===== config.mk =====
export PLATFORM = sky130hd
export DESIGN_NAME = exe_unit_w2
export DESIGN_NICKNAME = d
export VERILOG_FILES = /design/src/rtl/exe_unit_w2.sv
export SDC_FILE = /design/constraint.sdc
export NUM_CORES = 1
export LEC_CHECK = 0
export ABC_AREA = 1
export CAP_MARGIN = 20
export CORE_UTILIZATION = 38
export CTS_CLUSTER_SIZE = 16
export DETAILED_ROUTE_END_ITERATION = 8
export DONT_BUFFER_PORTS = 1
export HOLD_SLACK_MARGIN = 0.1
export PLACE_DENSITY_LB_ADDON = 0.15
export SLEW_MARGIN = 20
export SYNTH_ARGS = -nofsm -noshare
export SYNTH_HDL_FRONTEND = slang
export SYNTH_SLANG_ARGS = --single-unit

===== constraint.sdc =====
create_clock -name i_clk -period 4.96 [get_ports i_clk]
set_input_delay 0.248 -clock i_clk [delete_from_list [all_inputs] [get_ports i_clk]]
set_output_delay 0.248 -clock i_clk [all_outputs]
set_load 0.05 [all_outputs]

===== src/rtl/exe_unit_w2.sv =====
// exe_unit_w2: width-parametrised ALU with single-cycle ops and iterative MUL/DIV behind a valid/ready handshake.
// Optional macro EXE_UNIT_W2_SAT_EN makes ADD/SUB saturate on signed overflow instead of wrapping.
module exe_unit_w2 #(
  parameter int m = 8,
  parameter int n = 3
) (
  input  logic         i_clk,
  input  logic         i_rst,
  input  logic         i_valid,
  output logic         o_ready,
  input  logic [n-1:0] i_oper,
  input  logic [m-1:0] i_argA,
  input  logic [m-1:0] i_argB,
  output logic         o_valid,
  output logic [m-1:0] o_result,
  output logic [3:0]   o_status
);
  localparam int CW = $clog2(m + 1);
  localparam logic [m-1:0] MW = m'(m);
  typedef enum logic [1:0] {IDLE, BUSY, DONE} state_t;
  state_t state_q, state_d;
  logic [m-1:0] hi_q, hi_d, lo_q, lo_d, b_q, b_d, res_q, res_d;
  logic [CW-1:0] cnt_q, cnt_d;
  logic [3:0] stat_q, stat_d;
  logic div_q, div_d;
  logic accept, iterative, busy, last, upd;
  logic [m-1:0] add_r, sub_r, add_f, sub_f, sc_res, it_hi, it_lo, r;
  logic add_v, sub_v, shl_e;
  logic [1:0] sc_ev, fin_ev, e;
  logic [m:0] mul_s, div_sh, div_df;
  always_ff @(posedge i_clk) begin
    if (i_rst) begin
      state_q <= IDLE;
      hi_q    <= '0;
      lo_q    <= '0;
      b_q     <= '0;
      res_q   <= '0;
      cnt_q   <= '0;
      stat_q  <= '0;
      div_q   <= 1'b0;
    end else begin
      state_q <= state_d;
      hi_q    <= hi_d;
      lo_q    <= lo_d;
      b_q     <= b_d;
      res_q   <= res_d;
      cnt_q   <= cnt_d;
      stat_q  <= stat_d;
      div_q   <= div_d;
    end
  end
  always_comb begin
    state_d = state_q == BUSY ? (last ? DONE : BUSY) :
              accept ? (iterative ? BUSY : DONE) : IDLE;
  end
  always_comb begin
    o_ready  = state_q != BUSY;
    o_valid  = state_q == DONE;
    o_result = res_q;
    o_status = stat_q;
  end
  always_comb begin
    add_r = i_argA + i_argB;
    sub_r = i_argA - i_argB;
    add_v = (i_argA[m-1] == i_argB[m-1]) && (add_r[m-1] != i_argA[m-1]);
    sub_v = (i_argA[m-1] != i_argB[m-1]) && (sub_r[m-1] != i_argA[m-1]);
    shl_e = i_argB >= MW;
  end
`ifdef EXE_UNIT_W2_SAT_EN
  logic [m-1:0] sat_a;
  // Overflow direction follows A's sign for both ADD and SUB.
  always_comb begin
    sat_a = i_argA[m-1] ? {1'b1, {(m-1){1'b0}}} : {1'b0, {(m-1){1'b1}}};
    add_f = add_v ? sat_a : add_r;
    sub_f = sub_v ? sat_a : sub_r;
  end
`else
  always_comb begin
    add_f = add_r;
    sub_f = sub_r;
  end
`endif
  always_comb begin
    accept    = i_valid && o_ready;
    iterative = i_oper[2:1] == 2'b11;
    sc_res = i_oper == 3'd0 ? add_f :
             i_oper == 3'd1 ? sub_f :
             i_oper == 3'd2 ? i_argA & i_argB :
             i_oper == 3'd3 ? i_argA | i_argB :
             i_oper == 3'd4 ? i_argA ^ i_argB :
             shl_e ? '0 : i_argA << i_argB;
    sc_ev = {i_oper == 3'd5 && shl_e, (i_oper == 3'd0 && add_v) || (i_oper == 3'd1 && sub_v)};
  end
  // MUL keeps {hi,lo} as partial product / multiplier; DIV keeps them as remainder / dividend-quotient.
  always_comb begin
    mul_s  = {1'b0, hi_q} + (lo_q[0] ? {1'b0, b_q} : '0);
    div_sh = {hi_q, lo_q[m-1]};
    div_df = div_sh - {1'b0, b_q};
    it_hi  = div_q ? (div_df[m] ? div_sh[m-1:0] : div_df[m-1:0]) : mul_s[m:1];
    it_lo  = div_q ? {lo_q[m-2:0], ~div_df[m]} : {mul_s[0], lo_q[m-1:1]};
    fin_ev = div_q ? {b_q == '0, 1'b0} : {1'b0, |it_hi};
  end
  always_comb begin
    busy   = state_q == BUSY;
    last   = busy && cnt_q == CW'(1);
    upd    = (accept && !iterative) || last;
    r      = accept ? sc_res : it_lo;
    e      = accept ? sc_ev : fin_ev;
    div_d  = accept ? i_oper[0] : div_q;
    hi_d   = accept ? '0 : busy ? it_hi : hi_q;
    lo_d   = accept ? i_argA : busy ? it_lo : lo_q;
    b_d    = accept ? i_argB : b_q;
    cnt_d  = accept ? CW'(m) : busy ? cnt_q - CW'(1) : cnt_q;
    res_d  = upd ? r : res_q;
    stat_d = upd ? {e, r[m-1], r == '0} : stat_q;
  end
endmodule


# == Word-level counts from Yosys, hierarchy flattened ==
# Index checks and enable logic that the tools add are counted.
# totals
regBits,43
latchBits,0
ram_bits,0
romBits,0
in_bits,22
output_inout_bits,14
word_cells,72
memories,0
# op_classes
addsub,5
n_mul,0
n_div,0
order_cmp,1
n_eq_ne,14
n_shift,1
mux,21
bitwise,4
n_reduce_logical,17
# ops
op,count
$mux W8,13
$logic_not A8 Y1,2
$mux W2,6
$add A8 B8 Y9,1
$sub A9 B8 Y9,1
$add A8 B8 Y8,1
$and A8 B8 Y8,1
$ge A8 B4 Y1 const B,1
$logic_and A1 B1 Y1,8
$mux W4,2
$or A8 B8 Y8,1
$reduce_or A8 Y1,1
$shl A8 B8 Y8,1
$sub A8 B8 Y8,1
$xor A8 B8 Y8,1
$eq A3 B2 Y1 const B,2
$eq A3 B3 Y1 const B,2
$eq A2 B2 Y1 const B,2
$eq A4 B1 Y1 const B,1
$sub A4 B1 Y4 const B,1
$eq A3 B1 Y1 const B,1
$logic_not A3 Y1,1
$ne A1 B1 Y1,3
$eq A2 B1 Y1 const B,1
other kinds (7),8

# == Longest topological paths before layout ==
# depth
depth_word,9
mapped_depth,21
ltp_nobuf,20

# == Least setup slack after synthesis ==
# OpenSTA, ideal clock, no wires.
# synth_timing
path_type,register to register
from,register lo_q[7]
to,register stat_q[2] (netlist: o_status[2])
setup_time_ns,0.120
t_arrival_ns,2.126
required_time_ns,4.840
setup_slack_ns,2.714
stages_incl_launch_ff,17
path_buffers,1
period_less_slack_ns,2.246
path_cell_list,dfxtp_1 -> inv_1 -> ha_1 -> fa_1 -> o21ai_2 -> nand4_2 -> nand3_1 -> nand2_2 -> buf_6 -> o211ai_1 -> o21ai_1 -> inv_1 -> nand2_1 -> nor2_1 -> nand2_1 -> nand2_1 -> a21oi_1
# synth_between
elab_chain_cells,6
# synth_rtl
element,line_no,rtl
"start, declared",22,"logic [m-1:0] hi_q, hi_d, lo_q, lo_d, b_q, b_d, res_q, res_d;"
"start signal, assigned",44,lo_q <= lo_d;
$sub A9 B8 Y9,98,"div_df = div_sh - {1'b0, b_q};"
$mux W8 * (2 in series),99,it_hi = div_q ? (div_df[m] ? div_sh[m-1:0] : div_df[m-1:0]) : mul_s[m:1];
$reduce_or A8 Y1 *,101,"fin_ev = div_q ? {b_q == '0, 1'b0} : {1'b0, |it_hi};"
$mux W2 *,101,
$mux W2 *,108,e = accept ? sc_ev : fin_ev;
"end signal, assigned",48,stat_q <= stat_d;
"end, declared",24,"logic [3:0] stat_q, stat_d;"
# Every way passes the cells marked *; elsewhere a longest branch is shown, timed or not.
# A chain may end at the register's enable or synchronous reset.

# == Worst setup path in the final report ==
# layout_timing
from,register state_q[1]
to,register stat_q[0] (netlist: o_status[0])
# layout_between
elab_chain_cells,4
word_cells_on_any_way,8
classes_between,2 x eq/ne; 1 x mux; 5 x reduce/logical
# layout_rtl
element,line_no,rtl
"start, declared",21,"state_t state_q, state_d;"
"start signal, assigned",42,state_q <= state_d;
$ne A2 B1 Y1 *,57,o_ready = state_q != BUSY;
via o_ready,10,"output logic o_ready,"
$logic_and A1 B1 Y1 *,84,accept = i_valid && o_ready;
$mux W8 / $logic_and A1 B1 Y1 (equally long branches),"107, 106",
$logic_not A8 Y1 / $logic_or A1 B1 Y1 (equally long branches),"115, 106",
# The timed path passes the listed nets; every way through them passes the cells marked *.

==> results by group <==
Placement
  • IO buf count: 0
  • Routability cong.: 0.866
  • Placed Area: about 0.0043 mm2
  • Pre-CTS setup slack: 2270 ps
  • Hpwl dp: 10500 um

Finish
  • Fraction of layout cells with a size suffix above 1: roughly 5.2%
  • Final instance area: 0.00446 mm2
  • Fin util: 41.1%
  • Antenna Cells: 0
  • Nets: 736
  • Layout area overhead: 4.98%

Clock tree
  • Setup bufs post-CTS: 0
  • Clock transition at path regs: 80 ps
  • Num CTS Buffers: 5
  • Clock sink count: 42
  • Post-CTS sizing: 0
  • Hold Buf Count CTS: 1
  • H-tree level count: 2
  • CTS tree: done
  • Skew-Pair Late Insertion Delay: 300 ps
  • CTS Buffer Depth: 2
  • Clock root buffer: clkbuf_8

Timing
  • Final hold violation count: 0
  • Period minus WS final: 2730 ps
  • Fraction of the cycle the final worst path needs: 55.1%
  • Setup TNS: 0 ps
  • Final Worst Setup Slack: ~2200 ps
  • Worst clock skew: 4.78 ps
  • Rel. slew slack: between 30% and 40%
  • Endpoints failing setup: 0
  • Worst Max-Slew Pin Slew: 966 ps
  • Maximum clock rate: 366 MHz
  • Slew Limit Fails: 0
  • RSZ-0062 raised after global routing: no

Route
  • Drc violations: 0
  • Metal1 wirelength: between 6000 and 7000 um
  • DR pass1 iterations: 5
  • DRT Wirelength: 13400 um
  • Met3 wire length: 805 um
  • Met2 WL: 5700 um
  • Highest routed layer: met4
  • ANT nets after route: 0
  • WL per Instance: 16.5 um
  • DR iter-0 viols: approximately 320
  • Via count: 4351
  • Vias per cell: 5.37

Worst hold path
  • Hold path cells: 2
  • Worst Min Path Start: i_argB[7]
  • Tightest Hold Check Type: in -> reg
  • Min-Delay Endpoint: b_q[7]

Setup path
  • Flop2flop setup slack: 2230 ps
  • CP Max Fanout: 36
  • CP Cell Sequence: inv_2, nand2_4, inv_2, nor2_8, nand2_1, nand2_1, inv_1, nor2_1, nand2_1, nor2_1, nand3_1, nor2_1, nand2_1, a21oi_2
  • CP most frequent cell: nand2_1
  • Crit path max-delay family: simple AND/OR/NAND/NOR gates
  • WP data required: 5200 ps
  • R2r startpoint: state_q[1]
  • Crit Reg-Reg Endpoint: o_status[0]
  • Crit-path slowest cell: nor2_8
  • CP endpoint kind: register
  • CP bufs+invs: 3
  • Crit start category: register
  • Crit path DAT: 2970 ps
  • Levels on crit path: 14
  • Slowest stage delay, CP: 430 ps
  • Worst r2r path cells: 14
  • Class of the most critical setup path: reg -> reg

Synthesis
  • #FFs+latches synth: 42
  • Synth area leaders: dfxtp_1 (20%), nand2_1 (15%), ha_1 (12%), inv_1 (8.8%), a21oi_1 (7.8%)
  • Simple-Gate Fraction of Synth Area: 28.3%
  • Syn_nets: about 750
  • Main combinational cell family by area after synthesis: simple AND/OR/NAND/NOR gates
  • Post-synthesis adder-cell area fraction: 14.0%
  • Mux share of post-synthesis cell area: 0%
  • Yosys top cell by area: dfxtp_1
  • Library cells used by synthesis: 46
  • Sequential area share after synthesis: 19.8%
  • Synth Area in Compound Gates: 22.6%
  • Number of synthesis warnings: 0
  • Mapped Cells: 679
  • Post-synthesis cell area: 0.00424 mm2
  • Xor and xnor area share after synthesis: 3.30%
  • Mapped Avg Cell Area: ~6.3 um2
  • Area share of the largest cell type after synthesis: between 15 and 20%

Floorplanning
  • Chip width: about 110 um
  • FP Rows: 38
  • DIE AREA: 0.0116 mm2
  • Starting Density: 39.2%
  • Die H: 108 um
  • CORE AREA: 0.0108 mm2
  • I/O pin count: 36

Pwr
  • Clock power share: 27.4%
  • Peak VDD IR: 0.155 mV
  • NetSw: 0.388 mW
  • Internal power: 0.615 mW
  • Power per Cell Area: approximately 230 mW/mm2
  • Comb power frac: roughly a third
  • Reg power frac: 41.0%
  • Leak pwr: 2.27 nW
  • Sw frac: roughly two fifths
  • Total power: 1.00 mW

Global route
  • Largest net degree at the start of global routing: 37
  • Global route overflow: 0
  • GRT Resource Usage Total: 24.0%
  • Vias in the first global route: between 4000 and 5000
  • First-pass GRT wire length: 21500 um
  • Initial antenna violation count: 0

Flow run
  • Maxcap violations: 0

Status
  • Status: finished, final reports clean
[cell type report]
class	instances	area, um2
sequential	42	841
fill	1194	6380
clock buffer	6	72.6
timing repair buffer	1	10.0
clock inverter	2	37.5
tap	140	175
multi-input combinational	505	2890
inverter	114	428
[per-stage QoR]
step / hold WS [ps] / std cells
finish: 115 / 810
global placement: 314 / 801
global route: 141 / 810
floorplan: 326 / 679
CTS: 112 / 810
detailed placement: 316 / 801
[routing by layer]
layer | track usage (%) | up-vias
li1 | - | 2207
met1 | 33.1 | 2026
met2 | 37.6 | 102
met3 | 4.72 | 16
met4 | 6.46 | 0
met5 | 0 | -
[cells in the mapped netlist (all sizes together)]
cell type  count
clkbuf        11
o311ai         2
a211oi         2
xnor2          2
o22ai          1
nand4          7
o211ai        16
nand3         43
nor2          46
fa             4
a21oi         68
a21o           1
a221oi         2
buf            7
inv          111
nand2        171
o21ai         55
a31oi          2
ha            41
a32o           1
o21bai         4
or2            2
nor3           6
clkinv         3
dfxtp         42
nand3b         1
o21a           3
a21boi         1
nor4           2
a311oi         1
a22oi          7
xor2          14
[kinds of logic after synthesis]
kind of cell / count (synthesis)
xor gates and xnor gates: 16
DFF: 42
buffers and inverters: 132
adders and majority gates: 45
and+or+nand+nor: 278
AOI/OAI and AO/OA: 166
[sequential cells by signal (all words and copies together) (netlist names)]
| register | count |
|---|---|
| b_q | 8 |
| cnt_q | 4 |
| div_q | 1 |
| hi_q | 8 |
| lo_q | 8 |
| o_result | 7 |
| o_status | 4 |
| state_q | 2 |
[cell usage in the layout (no fill, tap or decap), types with 3 or more instances in the layout]
master	instances
ha_1	41
nand3_1	43
nand2_1	165
a22oi_1	7
nor2_1	41
fa_1	4
inv_1	100
xor2_1	14
inv_2	11
o211ai_1	16
o21ai_1	6
clkinv_1	3
dfxtp_1	42
nand2_2	5
nand4_1	6
o21ai_0	48
clkbuf_8	5
a21oi_1	66
nor2_2	4
o21bai_1	4
o21a_1	3
nor3_1	5
[power by group through the flow]
| stage | clock network (mW) | registers (mW) | logic (mW) |
|---|---|---|---|
| CTS | 0.282 | 0.411 | 0.313 |
| global placement | 0 | 0.419 | 0.307 |
| finish | 0.274 | 0.411 | 0.317 |
| floorplan | 0 | 0.405 | 0.255 |
| global route | 0.294 | 0.415 | 0.359 |
| detailed placement | 0 | 0.419 | 0.308 |
[worst max-delay path by stage]
stage / startpoint / end / slack (ps)
global placement: state_q[1] / o_status[0] / 2320
finish: state_q[1] / o_status[0] / 2230
CTS: state_q[1] / o_status[0] / 2240
floorplan: lo_q[7] / o_status[2] / 2710
global route: state_q[1] / o_status[0] / 1910
detailed placement: state_q[1] / o_status[0] / 2270
(Power assumes the default switching activity.)
